--- src/rtl/mips_pkg.sv ---
// Shared definitions for the MIPS pipeline control blocks: register-index width,
// operand-forwarding select encodings and the hazard scoreboard entry.
package mips_pkg;

    localparam int REG_W = 5;

    localparam logic [1:0] FWD_REG   = 2'b00;
    localparam logic [1:0] FWD_MEMWB = 2'b01;
    localparam logic [1:0] FWD_EXMEM = 2'b10;

    typedef struct packed {
        logic             valid;
        logic [REG_W-1:0] rd;
        logic             regwrite;
        logic             memread;
    } sb_entry_t;

    // A slot only matters if it will really write a register other than $0.
    function automatic logic is_producer(input sb_entry_t e);
        return e.valid & e.regwrite & (e.rd != '0);
    endfunction

endpackage

--- src/rtl/fwd_select.sv ---
// Combinational forward-select for one EX operand: picks EX/MEM, MEM/WB or the
// register file based on the EX and MEM scoreboard slots.
module fwd_select (
    input  logic [mips_pkg::REG_W-1:0] src,
    input  logic                       uses,
    input  mips_pkg::sb_entry_t        ex_slot,
    input  mips_pkg::sb_entry_t        mem_slot,
    output logic [1:0]                 sel
);
    import mips_pkg::*;

    // The EX slot is the younger producer and so takes priority; a load in EX
    // has no result yet and is handled by the load-use stall instead.
    always_comb begin
        sel = FWD_REG;
        if (uses) begin
            if (is_producer(ex_slot) && !ex_slot.memread && (ex_slot.rd == src)) begin
                sel = FWD_EXMEM;
            end else if (is_producer(mem_slot) && (mem_slot.rd == src)) begin
                sel = FWD_MEMWB;
            end
        end
    end

endmodule

--- src/rtl/hazard_forward_unit.sv ---
// Load-use stall and ALU operand-forwarding control for the 5-stage MIPS core.
// Optional stall counter is built when HAZARD_PERF_CNT_EN is defined.
module hazard_forward_unit #(
    parameter int REG_W  = 5,
    parameter int DATA_W = 32
) (
    input  logic              clk,
    input  logic              rst_n,
    input  logic              hold,
    input  logic              id_valid,
    input  logic [REG_W-1:0]  id_rs,
    input  logic [REG_W-1:0]  id_rt,
    input  logic              id_uses_rs,
    input  logic              id_uses_rt,
    input  logic [REG_W-1:0]  id_rd,
    input  logic              id_regwrite,
    input  logic              id_memread,
    input  logic              flush_id,
    output logic              stall,
`ifdef HAZARD_PERF_CNT_EN
    output logic [DATA_W-1:0] stall_count,
`endif
    output logic              ex_bubble,
    output logic [1:0]        fwd_a_sel,
    output logic [1:0]        fwd_b_sel
);
    import mips_pkg::*;

    sb_entry_t  ex_q,  ex_d;
    sb_entry_t  mem_q, mem_d;
    sb_entry_t  wb_q,  wb_d;
    logic [1:0] fwd_a_q, fwd_a_d;
    logic [1:0] fwd_b_q, fwd_b_d;
    logic       ex_bubble_q, ex_bubble_d;
    logic [1:0] sel_a, sel_b;
    logic       load_use;
    logic       issue;

    fwd_select u_fwd_a (
        .src      (id_rs),
        .uses     (id_uses_rs),
        .ex_slot  (ex_q),
        .mem_slot (mem_q),
        .sel      (sel_a)
    );

    fwd_select u_fwd_b (
        .src      (id_rt),
        .uses     (id_uses_rt),
        .ex_slot  (ex_q),
        .mem_slot (mem_q),
        .sel      (sel_b)
    );

    always_comb begin
        load_use = is_producer(ex_q) & ex_q.memread &
                   ((id_uses_rs & (ex_q.rd == id_rs)) |
                    (id_uses_rt & (ex_q.rd == id_rt)));
        // A squashed instruction never stalls, so flush wins over the hazard.
        stall    = id_valid & ~flush_id & load_use;
        issue    = id_valid & ~flush_id & ~stall;
    end

    always_comb begin
        ex_d        = ex_q;
        mem_d       = mem_q;
        wb_d        = wb_q;
        fwd_a_d     = fwd_a_q;
        fwd_b_d     = fwd_b_q;
        ex_bubble_d = ex_bubble_q;
        if (!hold) begin
            wb_d  = mem_q;
            mem_d = ex_q;
            if (issue) begin
                ex_d.valid    = 1'b1;
                ex_d.rd       = id_rd;
                ex_d.regwrite = id_regwrite;
                ex_d.memread  = id_memread;
                fwd_a_d       = sel_a;
                fwd_b_d       = sel_b;
            end else begin
                ex_d    = '0;
                fwd_a_d = FWD_REG;
                fwd_b_d = FWD_REG;
            end
            ex_bubble_d = ~issue;
        end
    end

    always_ff @(posedge clk or negedge rst_n) begin
        if (!rst_n) begin
            ex_q        <= '0;
            mem_q       <= '0;
            wb_q        <= '0;
            fwd_a_q     <= FWD_REG;
            fwd_b_q     <= FWD_REG;
            ex_bubble_q <= 1'b1;
        end else begin
            ex_q        <= ex_d;
            mem_q       <= mem_d;
            wb_q        <= wb_d;
            fwd_a_q     <= fwd_a_d;
            fwd_b_q     <= fwd_b_d;
            ex_bubble_q <= ex_bubble_d;
        end
    end

    assign fwd_a_sel = fwd_a_q;
    assign fwd_b_sel = fwd_b_q;
    assign ex_bubble = ex_bubble_q;

`ifdef HAZARD_PERF_CNT_EN
    logic [DATA_W-1:0] stall_count_q, stall_count_d;

    always_comb begin
        stall_count_d = stall_count_q;
        if (!hold && stall) begin
            stall_count_d = stall_count_q + 1'b1;
        end
    end

    always_ff @(posedge clk or negedge rst_n) begin
        if (!rst_n) begin
            stall_count_q <= '0;
        end else begin
            stall_count_q <= stall_count_d;
        end
    end

    assign stall_count = stall_count_q;
`endif

endmodule

--- config.mk ---
export PLATFORM = sky130hd
export DESIGN_NAME = hazard_forward_unit
export DESIGN_NICKNAME = d
export VERILOG_FILES = /design/src/rtl/mips_pkg.sv /design/src/rtl/fwd_select.sv /design/src/rtl/hazard_forward_unit.sv
export SDC_FILE = /design/constraint.sdc
export NUM_CORES = 1
export LEC_CHECK = 0
export BUFFER_PORTS_ARGS = -buffer_cell sky130_fd_sc_hd__buf_2
export CELL_PAD_IN_SITES_DETAIL_PLACEMENT = 1
export CELL_PAD_IN_SITES_GLOBAL_PLACEMENT = 1
export CORE_ASPECT_RATIO = 1.25
export CORE_MARGIN = 1
export CORE_UTILIZATION = 30
export CTS_BUF_LIST = sky130_fd_sc_hd__clkbuf_4 sky130_fd_sc_hd__clkbuf_8
export DETAILED_ROUTE_END_ITERATION = 7
export PLACE_DENSITY = 0.67
export SLEW_MARGIN = 5
export SYNTH_ARGS = -nofsm -noshare
export SYNTH_HDL_FRONTEND = slang
export SYNTH_SLANG_ARGS = --single-unit
--- constraint.sdc ---
create_clock -name clk -period 2.8 [get_ports clk]
set_input_delay 0.28 -clock clk [delete_from_list [all_inputs] [get_ports clk]]
set_output_delay 0.28 -clock clk [all_outputs]
set_load 0.05 [all_outputs]
======== Word-level counts from Yosys, hierarchy flattened ========
Index checks and enable logic that the tools add are counted.
word-level totals
  flip-flop bits (word level) ............. 20
operators by class
  reduce and logical (&&, ||, !) cells .... 8
  equality and inequality tests ........... 4
  mux-type cells .......................... 9
  bitwise gates (word level) .............. 15
operators with widths
  cell                count
  5-bit == test       4
  2-bit two-way mux   6
  1-bit AND           11
  5-bit nonzero test  2
  8-bit two-way mux   1
  1-bit logical AND   5
  1-bit inverter      3
  1-bit two-way mux   2
  1-bit zero test     1
  1-bit bitwise OR    1

======== Depth between registers and ports, before layout ========
Gate-level depths: netlist of run 1.
  depth in word-level cells ............... 8
  depth in mapped cells ................... 6

======== Modules after synthesis ========
A second synthesis of run 1 with hierarchy kept.
second synthesis, totals
  cells, all modules ...................... 138
  area total of the unflattened synthesis .. 1371.3 um^2
modules (own cells, without submodules)
  module               sequential area each (um^2)  area each (um^2)  times used  cells an instance
  hazard_forward_unit  526.8                        1051.0            1           94
  fwd_select           0.0                          160.2             2           22

======== Worst setup path after synthesis of run 1 ========
Ideal clock, no wire load.
  path type ............................... register to output
  start point ............................. reg ex_q[3] (netlist bit)
  end point ............................... out stall
  arrival time ............................ 1.828 ns
  path buffers ............................ 1
  stages on the path, launching flop included .. 7
  setup slack ............................. 0.692 ns
  cells stage by stage .................... dfrtp_1 xnor2_1 nand4_1 nor3b_1 o211ai_2 buf_6 nor2_1
on the way
  word-level cells in the longest chain between the ends .. 5
  elaborated cells on any way between the ends .. 10
  classes of those cells .................. eq/ne: 2; bitwise: 7; reduce/logical: 1
RTL lines
  item                                                  RTL line                                                              source
  start, declared                                       hazard_forward_unit.sv:29                                             sb_entry_t ex_q, ex_d;
  start signal, assigned                                hazard_forward_unit.sv:92                                             ex_q <= '0;
  start signal, assigned                                hazard_forward_unit.sv:99                                             ex_q <= ex_d;
  5-bit == test (tied with other cells)                 hazard_forward_unit.sv:57                                             ((id_uses_rs & (ex_q.rd == id_rs)) |
  1-bit AND (on tied branches)                          hazard_forward_unit.sv:57, hazard_forward_unit.sv:58, mips_pkg.sv:20
  1-bit bitwise OR / 1-bit AND (equally long branches)  hazard_forward_unit.sv:57, hazard_forward_unit.sv:56
  1-bit AND *                                           hazard_forward_unit.sv:56                                             load_use = is_producer(ex_q) & ex_q.memread &
  1-bit AND *                                           hazard_forward_unit.sv:60                                             stall = id_valid & ~flush_id & load_use;
  end, declared                                         hazard_forward_unit.sv:19                                             output logic stall,
Every way passes the cells marked *; elsewhere a longest branch is shown, timed or not.

======== Final worst setup path of run 1 ========
  start point ............................. reg ex_q[4] (netlist bit)
  end point ............................... out stall
Same word-level chain as after synthesis.

==> summary.txt, run 1 <==
Clock tree
  • Worst-path clk slew: about 0.08 ns
  • Num Clock Sinks: 20
  • # hold bufs at CTS: 1
  • Insertion delay to the later sink of the worst-skew pair: ~0.26 ns
  • Clock Path Buffers: 2
  • Post-CTS Setup Inserts: 0
  • CTS Root Buffer Type: clkbuf_8
  • CTS tree: yes
  • CTS buffer count: 3
  • H-tree depth: 1
  • # resized after CTS: 0

STA
  • Min Tclk post-route: ~2.3 ns
  • Post-route setup TNS: 0 ns
  • Final setup viols: 0
  • RSZ-0062 raised after global routing: false
  • Final hold vios: 0
  • Max Clk Rate: roughly 430 MHz
  • Fin Hold WS: between 0.2 and 0.3 ns
  • Slew headroom: between 60% and 70%
  • Worst Skew: 0.004407 ns
  • Final Max Tran Viols: 0
  • Period utilization: 82.37%
  • Worst slew pin tran: about 0.57 ns

Synthesis
  • Dominant cell by count in the synthesized netlist: dfrtp_1
  • Most frequent cells after synthesis: dfrtp_1 (19), xnor2_1 (11), xor2_1 (9), a32o_1 (7), mux2_2 (7)
  • Synth top area share: between 40% and 50%
  • Fraction of registers with async set/reset: 100.0%
  • Cells after Synth: slightly above 90
  • Synth Area per Inst: 11.72 µm²
  • Number of synthesized flops with an enable pin: 0
  • Leading area contributor after synthesis: dfrtp_1
  • Top post-synthesis cells by area: dfrtp_1 (44%), xnor2_1 (8.8%), mux2_2 (7.2%)
  • Post-synthesis instance area: between 1000 and 1500 µm²
  • Yosys warnings: 0
  • Sequential share of the synthesized area: a little under half
  • Synthesis-stage register bit count: 20
  • Distinct cells, synth: 28
  • Synth Flop Type: dfrtp_1
  • Syn_nets: about 120

Final layout
  • ANT cells: 0
  • Non-Filler Instances: 163
  • Share of cells above drive strength 1: 35.48%
  • # nets final: 149
  • P&R area growth vs syn: 20.44%

Place
  • Port bufs: 29
  • Dpl hpwl: around 2000 µm
  • Placed Cells: 158
  • GPL Wtd Cong: ~0.76

Floorplan
  • Initial core utilization: 31.29%
  • Core Rows: 24
  • Full die area: roughly 3900 µm²
  • Chip Width: about 56 µm
  • Core Box Area: between 3000 and 4000 µm²
  • IO Pins: 30
  • Chip height: ~69 µm

Routing
  • TritonRoute pass-1 iters: 4
  • Metal2 WL: 1313 µm
  • Drt via density: 5.258
  • Met3 routed WL: approximately 91 µm
  • M1 WL: around 1200 µm
  • Top Layer Used: met4
  • Routed Antenna Nets: 0
  • Final wirelength: 2596 µm
  • Routed WL per cell: 15.93 µm
  • DRC errors left: 0
  • Via Count: 857
  • Initial drt markers: 3

Status
  • Status: finished, final reports clean

Global routing
  • GR Overflow Total: 0
  • GRT Overall Usage: between 15 and 20%
  • First-pass GRT wire length: roughly 4500 µm
  • Largest net degree at the start of global routing: 24
  • Number of global-route vias before repair: 917
  • Initial antenna violation count: 0

Critical path
  • CP arrival: slightly above 2 ns
  • Type of the worst setup path: register to primary output
  • Crit. End Element: primary output
  • Crit-path max FO: 12
  • Required time worst endpoint: 2.52 ns
  • Worst setup SP type: register

Hold path
  • Hold Crit Class: input port to register

Power and ir drop
  • Max VDD drop: roughly 290 µV
  • Seq pwr share: about half
  • Combinational share of power: around 16%
  • Pwr per Cell Area: 479.4 nW/µm²
  • Net Sw Frac: roughly 26%
  • Int Power: around 0.47 mW
  • Clock network power share: about 33%
  • P_sw: 0.1624 mW
  • Leakage: just over 0.6 nW

Flow run
  • Max-cap violations: 0
==> worst max-delay path: stages (launching register included) <==
cell and delay, ns:
dfrtp_1 0.45, xnor2_1 0.23, nand4_1 0.14, nor3b_1 0.24, o211ai_2 0.28, nor2_1 0.16
buf_2 0.27
==> layout make-up <==
class	instances	area, µm²
Clock buffer	4	48.80
Fill cell	393	2171
Inverter	1	3.754
Multi-Input combinational cell	68	546.8
Sequential cell	20	501.7
Tap cell	39	48.80
Timing Repair Buffer	31	162.7
==> kinds of logic (layout without fill, tap and decap cells) <==
family	count (synthesis)	count (layout)	share of synthesized area (%)
AO/OA/AOI/OAI	18	18	15.16
buffers and inverters	5	36	3.788
multiplexers	7	7	7.233
AND/OR/NAND/NOR	23	23	11.71
flip-flops	20	20	46.04
XOR/XNOR	20	20	16.07
==> power groups by stage <==
stage          Combinational (mW)  Sequential (mW)  Clock, mW
5_1_grt                     0.110            0.328      0.222
3_5_place_dp               0.0994            0.332          0
4_1_cts                     0.101            0.326      0.207
2_1_floorplan              0.0594            0.330          0
3_3_place_gp               0.0969            0.330          0
6_report                   0.0989            0.325      0.205
==> metrics by stage <==
stage,area [µm²],utilization (%),setup WS (ns),power [mW]
after detailed placement,1254,35.99,0.7478,0.4311
final,1313,37.68,0.4938,0.6293
after floorplan,1090,-,0.6922,0.3891
after global routing,1313,37.68,0.2935,0.6606
after global placement,1254,35.99,0.7812,0.4273
after CTS,1313,37.68,0.4532,0.6342
==> per-layer routing <==
metal	vias to the layer above	global-route usage (%)
met5	-	0
met4	0	5.691
met3	4	2.239
met2	21	25.17
met1	426	19.98
li1	406	-
==> placed cells by master (no fill, tap or decap), types with 2 or more instances in the layout <==
cell type / instances
nor2_1: 5
clkbuf_8: 3
buf_2: 29
xor2_1: 9
a22o_1: 3
xnor2_1: 11
dfrtp_1: 19
nor4_1: 2
o41ai_1: 2
a211oi_1: 2
mux2_2: 7
nand3_1: 4
nand2_1: 4
a32o_1: 7
==> sequential cells by signal, indices dropped and copies added, names as in the netlist <==
name       count
fwd_b_sel      2
ex_bubble      1
ex_q           8
mem_q          7
fwd_a_sel      2
==> worst paths after layout <==
path,from,endpoint,slack [ns],depth (start not counted)
worst max-delay path,ex_q[4],stall,0.49,6
worst min register to register,fwd_a_sel[1],fwd_a_sel[1],0.49,2
worst min-delay path,id_regwrite,ex_q[1],0.26,2
min in group asynchronous,rst_n,ex_q[7],0.51,2
max in group asynchronous,rst_n,ex_bubble,1.96,2
worst max register to register,ex_q[4],fwd_a_sel[0],0.99,5
(Power assumes the default switching activity.)
==> run 2, diff against run 1 <==
--- a/config.mk
+++ b/config.mk
@@ -13,7 +13,7 @@
 export CORE_UTILIZATION = 30
 export CTS_BUF_LIST = sky130_fd_sc_hd__clkbuf_4 sky130_fd_sc_hd__clkbuf_8
 export DETAILED_ROUTE_END_ITERATION = 7
-export PLACE_DENSITY = 0.67
+export PLACE_DENSITY = 0.69
 export SLEW_MARGIN = 5
 export SYNTH_ARGS = -nofsm -noshare
 export SYNTH_HDL_FRONTEND = slang
==> constraint.sdc (replaced) <==
create_clock -name clk -period 2.1 [get_ports clk]
set_input_delay 0.21 -clock clk [delete_from_list [all_inputs] [get_ports clk]]
set_output_delay 0.21 -clock clk [all_outputs]
set_load 0.05 [all_outputs]
==> run 2 against run 1 <==
Against the previous run: critical path depth shrank 1; die area unchanged; critical path type unchanged; first-iteration DRC count increased to 6.0 times the previous value; cell count grew 0.61%; count of clock-buffer cells in the layout is the same; core utilization grew 0.43 points; combinational power up 33%; sequential share of layout area fell by 0.43 points; worst setup slack lost 0.42 ns; hold slack got worse by 0.067 ns; critical endpoint unchanged; global-route usage decreased by 0.15 points; total power increased by 33%.
==> summary.txt, run 2 (synthesis results as in run 1) <==
Status
  • Status: finished, final reports clean

Critical path
  • Crit-path max FO: 5 (-7)
  • Required time worst endpoint: 1.89 ns (-0.63 ns)
  • Crit. End Element: primary output
  • CP arrival: 1.81 ns (-0.22 ns)
  • R2R Setup Slk: 0.26 ns (-0.73 ns)
  • Reg-to-Reg Start: ex_q[4]
  • Type of the worst setup path: register to primary output
  • Worst r2r path cells: 5 (unchanged)
  • FF-to-FF End: fwd_b_sel[0]
  • Worst setup SP type: register

Power and ir drop
  • Max VDD drop: 315.1 µV (+7.0%)
  • Leakage: 0.6134 nW (+0.84%)
  • Pwr per Cell Area: 630.1 nW/µm² (+31%)
  • Total Power: 0.8365 mW (+33%)

Flow run
  • Max-cap violations: 0 (unchanged)

Hold path
  • Hold EP: ex_q[4]
  • Hold_sp: id_rd[2]
  • Hold Crit Class: input port to register
  • Hold Path Depth: 2 (unchanged)

STA
  • Final hold vios: 0 (unchanged)
  • Worst slew pin tran: 0.4593 ns (-0.1132 ns)
  • Fin Hold WS: 0.1934 ns (-0.06713 ns)
  • Final Max Tran Viols: 0 (unchanged)
  • RSZ-0062 raised after global routing: false
  • Period utilization: between 90% and 100%
  • Setup WS post-layout: 0.07516 ns (-0.4186 ns)
  • Worst Skew: 0.003063 ns (-0.001344 ns)
  • Max Clk Rate: between 400 and 500 MHz
  • Post-route setup TNS: 0 ns (unchanged)
  • Min Tclk post-route: between 2 and 2.5 ns
  • Final setup viols: 0 (unchanged)
  • Slew headroom: 69.38% (+7.7 points)

Global routing
  • Initial antenna violation count: 0 (unchanged)
  • GR Layer Usage met2: 24.90% (-0.27 points)
  • GR Overflow Total: 0 (unchanged)
  • GR Layer Usage met3: 2.239% (unchanged)
  • Grt met1 use: 18.88% (-1.1 points)
  • Number of global-route vias before repair: 963 (+5.0%)
  • GRT Overall Usage: 15.02% (-0.15 points)
  • Global route hottest layer: met2
  • First-pass GRT wire length: 4533 µm (-0.15%)
  • Largest net degree at the start of global routing: 24 (unchanged)

Floorplan
  • Full die area: 3879 µm² (unchanged)
  • Chip height: 69.39 µm (unchanged)
  • Initial core utilization: 31.29% (unchanged)
  • IO Pins: 30 (unchanged)
  • Chip Width: 55.91 µm (unchanged)
  • Core Box Area: 3483 µm² (unchanged)
  • Core Rows: 24 (unchanged)

Clock tree
  • Worst-path clk slew: 0.07 ns (about the same)
  • CTS buffer count: 3 (unchanged)
  • H-tree depth: 1 (unchanged)
  • Num Clock Sinks: 20 (unchanged)
  • Post-CTS Setup Inserts: 0 (unchanged)
  • Clock Path Buffers: 2 (unchanged)
  • CTS tree: yes
  • CTS Root Buffer Type: clkbuf_8
  • Insertion delay to the later sink of the worst-skew pair: 0.26 ns (about the same)

Final layout
  • Most frequent cells in the layout: buf_2 (28), dfrtp_1 (19), xnor2_1 (11), xor2_1 (9)
  • ANT cells: 0 (unchanged)
  • Non-Filler Instances: 164 (+0.61%)
  • # nets final: 150 (+0.67%)
  • Top Registers: ex_q (8), mem_q (7)
  • Util after Layout: 38.11% (+0.43 points)
  • Max reg flops: 8 (unchanged)
  • Commonest non-fill, non-tap cell in the layout: buf_2
  • Finished Cell Area: 1328 µm² (+1.1%)
  • Most flop-heavy register: ex_q
  • Share of cells above drive strength 1: 36.80% (+1.3 points)
  • P&R area growth vs syn: 21.81%

Place
  • Placed Cells: 159 (+0.63%)
  • GPL Wtd Cong: 0.8151 (+6.6%)
  • DP Area: 1261 µm² (+0.60%)
  • Place WS: 0.2718 ns (-0.4760 ns)
  • Port bufs: 29 (unchanged)
  • Dpl hpwl: 2019 µm (-0.18%)

Routing
  • Via Count: 865 (+0.93%)
  • Routed WL per cell: 15.82 µm (-0.69%)
  • DRC errors left: 0 (unchanged)
  • TritonRoute pass-1 iters: 3 (-1)
  • Routed Antenna Nets: 0 (unchanged)
  • Drt via density: 5.274 (+0.32%)
  • Initial drt markers: 18 (+15)
  • Final wirelength: 2594 µm (about the same)
run 2: changes by cell type in the layout (fill, tap and decap cells not counted), sizes merged:
cell | previous run | this run
buf | 30 | 31
run 2: how the worst max path moves through the flow:
stage	to	startpoint	slack, ns	cells past startpoint
after floorplan	stall	ex_q[3]	0.06	6
after global placement	fwd_a_sel[0]	ex_q[4]	0.28	5
after detailed placement	fwd_b_sel[0]	ex_q[4]	0.27	5
after CTS	stall	ex_q[6]	0.01	6
after global routing	stall	ex_q[4]	0.03	5
final	stall	ex_q[4]	0.08	5
run 2: repair_timing:
action / CTS / global route
hold endpoints to repair: 19 / 0
resized for setup: 0 / 3
setup endpoints to repair: 0 / 1
hold buffers: 1 / 0
run 2: worst max-delay path, cell delays in order, from the launching register on:
cell,delay (ns)
dfrtp_1,0.44
or3_1,0.40
o311a_1,0.35
o211ai_2,0.11
nor2_1,0.07
buf_4,0.19
run 2: layer usage:
layer  vias to the layer above  part of all wire, %
met1                       424                   46
met5                         -                    0
met4                         0                  2.7
met3                         7                  3.9
met2                        25                   48
li1                        409                    -
run 2: layout make-up:
class | instances | area [µm²]
Multi-Input combinational cell | 68 | 551.8
Tap cell | 39 | 48.80
Fill cell | 401 | 2156
Clock buffer | 4 | 48.80
Timing Repair Buffer | 32 | 172.7
Sequential cell | 20 | 501.7
Inverter | 1 | 3.754
run 2: power by group:
part | switching, mW | internal, mW
logic | 0.0642 | 0.0674
registers | 0.0269 | 0.408
clock network | 0.122 | 0.148
total | 0.213 | 0.623
==> run 3, diff against run 2 <==
--- a/config.mk
+++ b/config.mk
@@ -9,10 +9,10 @@
 export CELL_PAD_IN_SITES_DETAIL_PLACEMENT = 1
 export CELL_PAD_IN_SITES_GLOBAL_PLACEMENT = 1
 export CORE_ASPECT_RATIO = 1.25
-export CORE_MARGIN = 1
 export CORE_UTILIZATION = 30
 export CTS_BUF_LIST = sky130_fd_sc_hd__clkbuf_4 sky130_fd_sc_hd__clkbuf_8
 export DETAILED_ROUTE_END_ITERATION = 7
+export GPL_TIMING_DRIVEN = 0
 export PLACE_DENSITY = 0.69
 export SLEW_MARGIN = 5
 export SYNTH_ARGS = -nofsm -noshare
==> run 3 against run 2 <==
Against the previous run: combinational power grew 8%; routed wire length grew 8.4%; sequential share of layout area shrank 1.4 points; hold slack gained 0.0030 ns; maximum frequency shrank 0.17%; critical path type unchanged; critical endpoint unchanged.
==> summary.txt, run 3 (synthesis results as in run 1) <==
Clock tree
  • CTS Root Buffer Type: clkbuf_8
  • Insertion delay to the later sink of the worst-skew pair: 0.25 ns (about the same)
  • Clock Path Buffers: 2 (unchanged)
  • CTS buffer count: 3 (unchanged)
  • Num Clock Sinks: 20 (unchanged)
  • CTS tree: yes
  • Worst-path clk slew: 0.07 ns (about the same)
  • H-tree depth: 1 (unchanged)

Global routing
  • Global route hottest layer: met2
  • GR Layer Usage met2: 27.71% (+2.8 points)
  • Initial antenna violation count: 0 (unchanged)
  • Number of global-route vias before repair: 996 (+3.4%)
  • GRT Overall Usage: 15.47% (+0.45 points)
  • Largest net degree at the start of global routing: 21 (-13%)
  • GR Overflow Total: 0 (unchanged)
  • GR Layer Usage met3: 1.679% (-0.56 points)
  • First-pass GRT wire length: 4671 µm (+3.0%)
  • Grt met1 use: 18.97% (+0.090 points)

Final layout
  • Top Registers: ex_q (8), mem_q (7)
  • P&R area growth vs syn: 28.01%
  • Fillers: 403 (+0.50%)
  • Register area: 508.0 µm² (+1.2%)
  • Most flop-heavy register: ex_q
  • # nets final: 154 (+2.7%)
  • Finished Cell Area: 1395 µm² (+5.1%)
  • Max reg flops: 8 (unchanged)
  • Util after Layout: 40.05% (+1.9 points)
  • Most frequent cells in the layout: buf_2 (27), dfrtp_1 (14), xnor2_1 (9), xor2_1 (9)
  • Share of cells above drive strength 1: 44.19% (+7.4 points)
  • Area of the multi-input gates: 569.3 µm² (+3.2%)
  • ANT cells: 0 (unchanged)
  • Commonest non-fill, non-tap cell in the layout: buf_2

Critical path
  • Type of the worst setup path: register to primary output
  • Crit. End Element: primary output
  • Required time worst endpoint: 1.89 ns (about the same)
  • Worst setup SP type: register
  • CP arrival: 1.82 ns (about the same)
  • Crit-path max FO: 4 (-1)

Power and ir drop
  • P_sw: 0.2157 mW (+1.0%)
  • Combinational share of power: 16.8% (+1.1 points)
  • Seq pwr share: 51.6% (-0.3 points)
  • Max VDD drop: 347.6 µV (+10%)
  • Int Power: 0.6300 mW (+1.1%)
  • Leakage: 0.6357 nW (+3.6%)
  • Net Sw Frac: 25.51% (about the same)
  • Clock network power share: 31.6% (-0.7 points)
  • Pwr per Cell Area: 606.2 nW/µm² (-3.8%)
  • Total Power: 0.8457 mW (+1.1%)

STA
  • Worst slew pin tran: 0.7451 ns (+0.2858 ns)
  • Period utilization: 96.59% (+0.17 points)
  • Post-route setup TNS: 0 ns (unchanged)
  • Setup WS post-layout: 0.07166 ns (-0.003509 ns)
  • Min Tclk post-route: 2.028 ns (+0.003509 ns)
  • Max Clk Rate: 493.0 MHz (-0.17%)
  • Final setup viols: 0 (unchanged)
  • Worst Skew: 0.002474 ns (-0.0005891 ns)
  • RSZ-0062 raised after global routing: true
  • Final hold vios: 0 (unchanged)
  • Slew headroom: 50.14% (-19 points)
  • Final Max Tran Viols: 0 (unchanged)

Routing
  • TritonRoute pass-1 iters: 4 (+1)
  • Routed WL per cell: 16.74 µm (+5.8%)
  • Routed Antenna Nets: 0 (unchanged)
  • Via Count: 891 (+3.0%)
  • Initial drt markers: 20 (+2)
  • Final wirelength: 2812 µm (+8.4%)
  • Drt via density: 5.304 (+0.55%)
  • DRC errors left: 0 (unchanged)

Place
  • Place WS: 0.08886 ns (-0.1829 ns)
  • Dpl hpwl: 2198 µm (+8.9%)
  • Port bufs: 28 (-3.4%)
  • GPL Wtd Cong: 0.7966 (-2.3%)
  • DP Area: 1279 µm² (+1.4%)

Floorplan
  • IO Pins: 30 (unchanged)
  • Full die area: 3879 µm² (unchanged)
  • Core Rows: 24 (unchanged)
  • Core Box Area: 3483 µm² (unchanged)
  • Chip Width: 55.91 µm (unchanged)
  • Initial core utilization: 31.29% (unchanged)
  • Chip height: 69.39 µm (unchanged)

Hold path
  • Hold Crit Class: input port to register

Flow run
  • Max-cap violations: 0 (unchanged)

Status
  • Status: finished, final reports clean
==> run 3: critical path, stage by stage (launching register included) <==
cell      delay [ns]
dfrtp_2         0.44
or3_1           0.37
o311a_1         0.34
o211ai_2        0.10
buf_6           0.13
nor2_2          0.03
buf_6           0.15
==> run 3: path summary, 6_finish.rpt <==
kind | from | endpoint | slack [ns] | cells after the start
worst max-delay path | ex_q[4] | stall | 0.07 | 6
worst max register to register | ex_q[4] | fwd_a_sel[0] | 0.29 | 5
worst min register to register | fwd_b_sel[1] | fwd_b_sel[1] | 0.51 | 2
min in group asynchronous | rst_n | fwd_b_sel[1] | 0.43 | 2
worst min-delay path | id_rd[4] | ex_q[6] | 0.20 | 2
max in group asynchronous | rst_n | ex_bubble | 1.32 | 2
==> run 3: metal layers <==
metal	share of wire, %	up-vias	wire length (µm)
met1	42	446	1188
met5	0	-	0
li1	-	419	-
met2	53	22	1489
met4	1.3	0	36
met3	3.4	4	97
==> run 3: power by group through the flow <==
stage          logic, mW  clock network, mW  registers (mW)
6_report           0.142              0.267           0.436
5_1_grt            0.155              0.285           0.440
4_1_cts            0.144              0.275           0.437
3_5_place_dp       0.136                  0           0.443
3_3_place_gp       0.129                  0           0.442
2_1_floorplan     0.0793                  0           0.440
==> run 3: stage by stage <==
stage                     std cells  hold WS, ns
after floorplan                  93     -0.08559
after CTS                       168       0.1969
after global routing            168       0.1979
after detailed placement        160       0.1845
final                           168       0.1964
after global placement          160       0.1785
==> run 3: final cells by class <==
cell class / count / share of cell area (%)
Sequential cell: 20 / 36.41
Buffer: 4 / 2.691
Tap cell: 39 / 3.498
Clock buffer: 4 / 3.498
Multi-Input combinational cell: 68 / 40.81
Inverter: 1 / 0.2691
Timing Repair Buffer: 32 / 12.83
==> run 3: timing repair <==
item	CTS	global route
gates cloned	0	0
gates resized for setup	9	2
endpoints found under the hold margin	19	0
buffers inserted	3	0
endpoints found under the setup margin	1	1
hold buffers	1	0
pin swaps	3	4
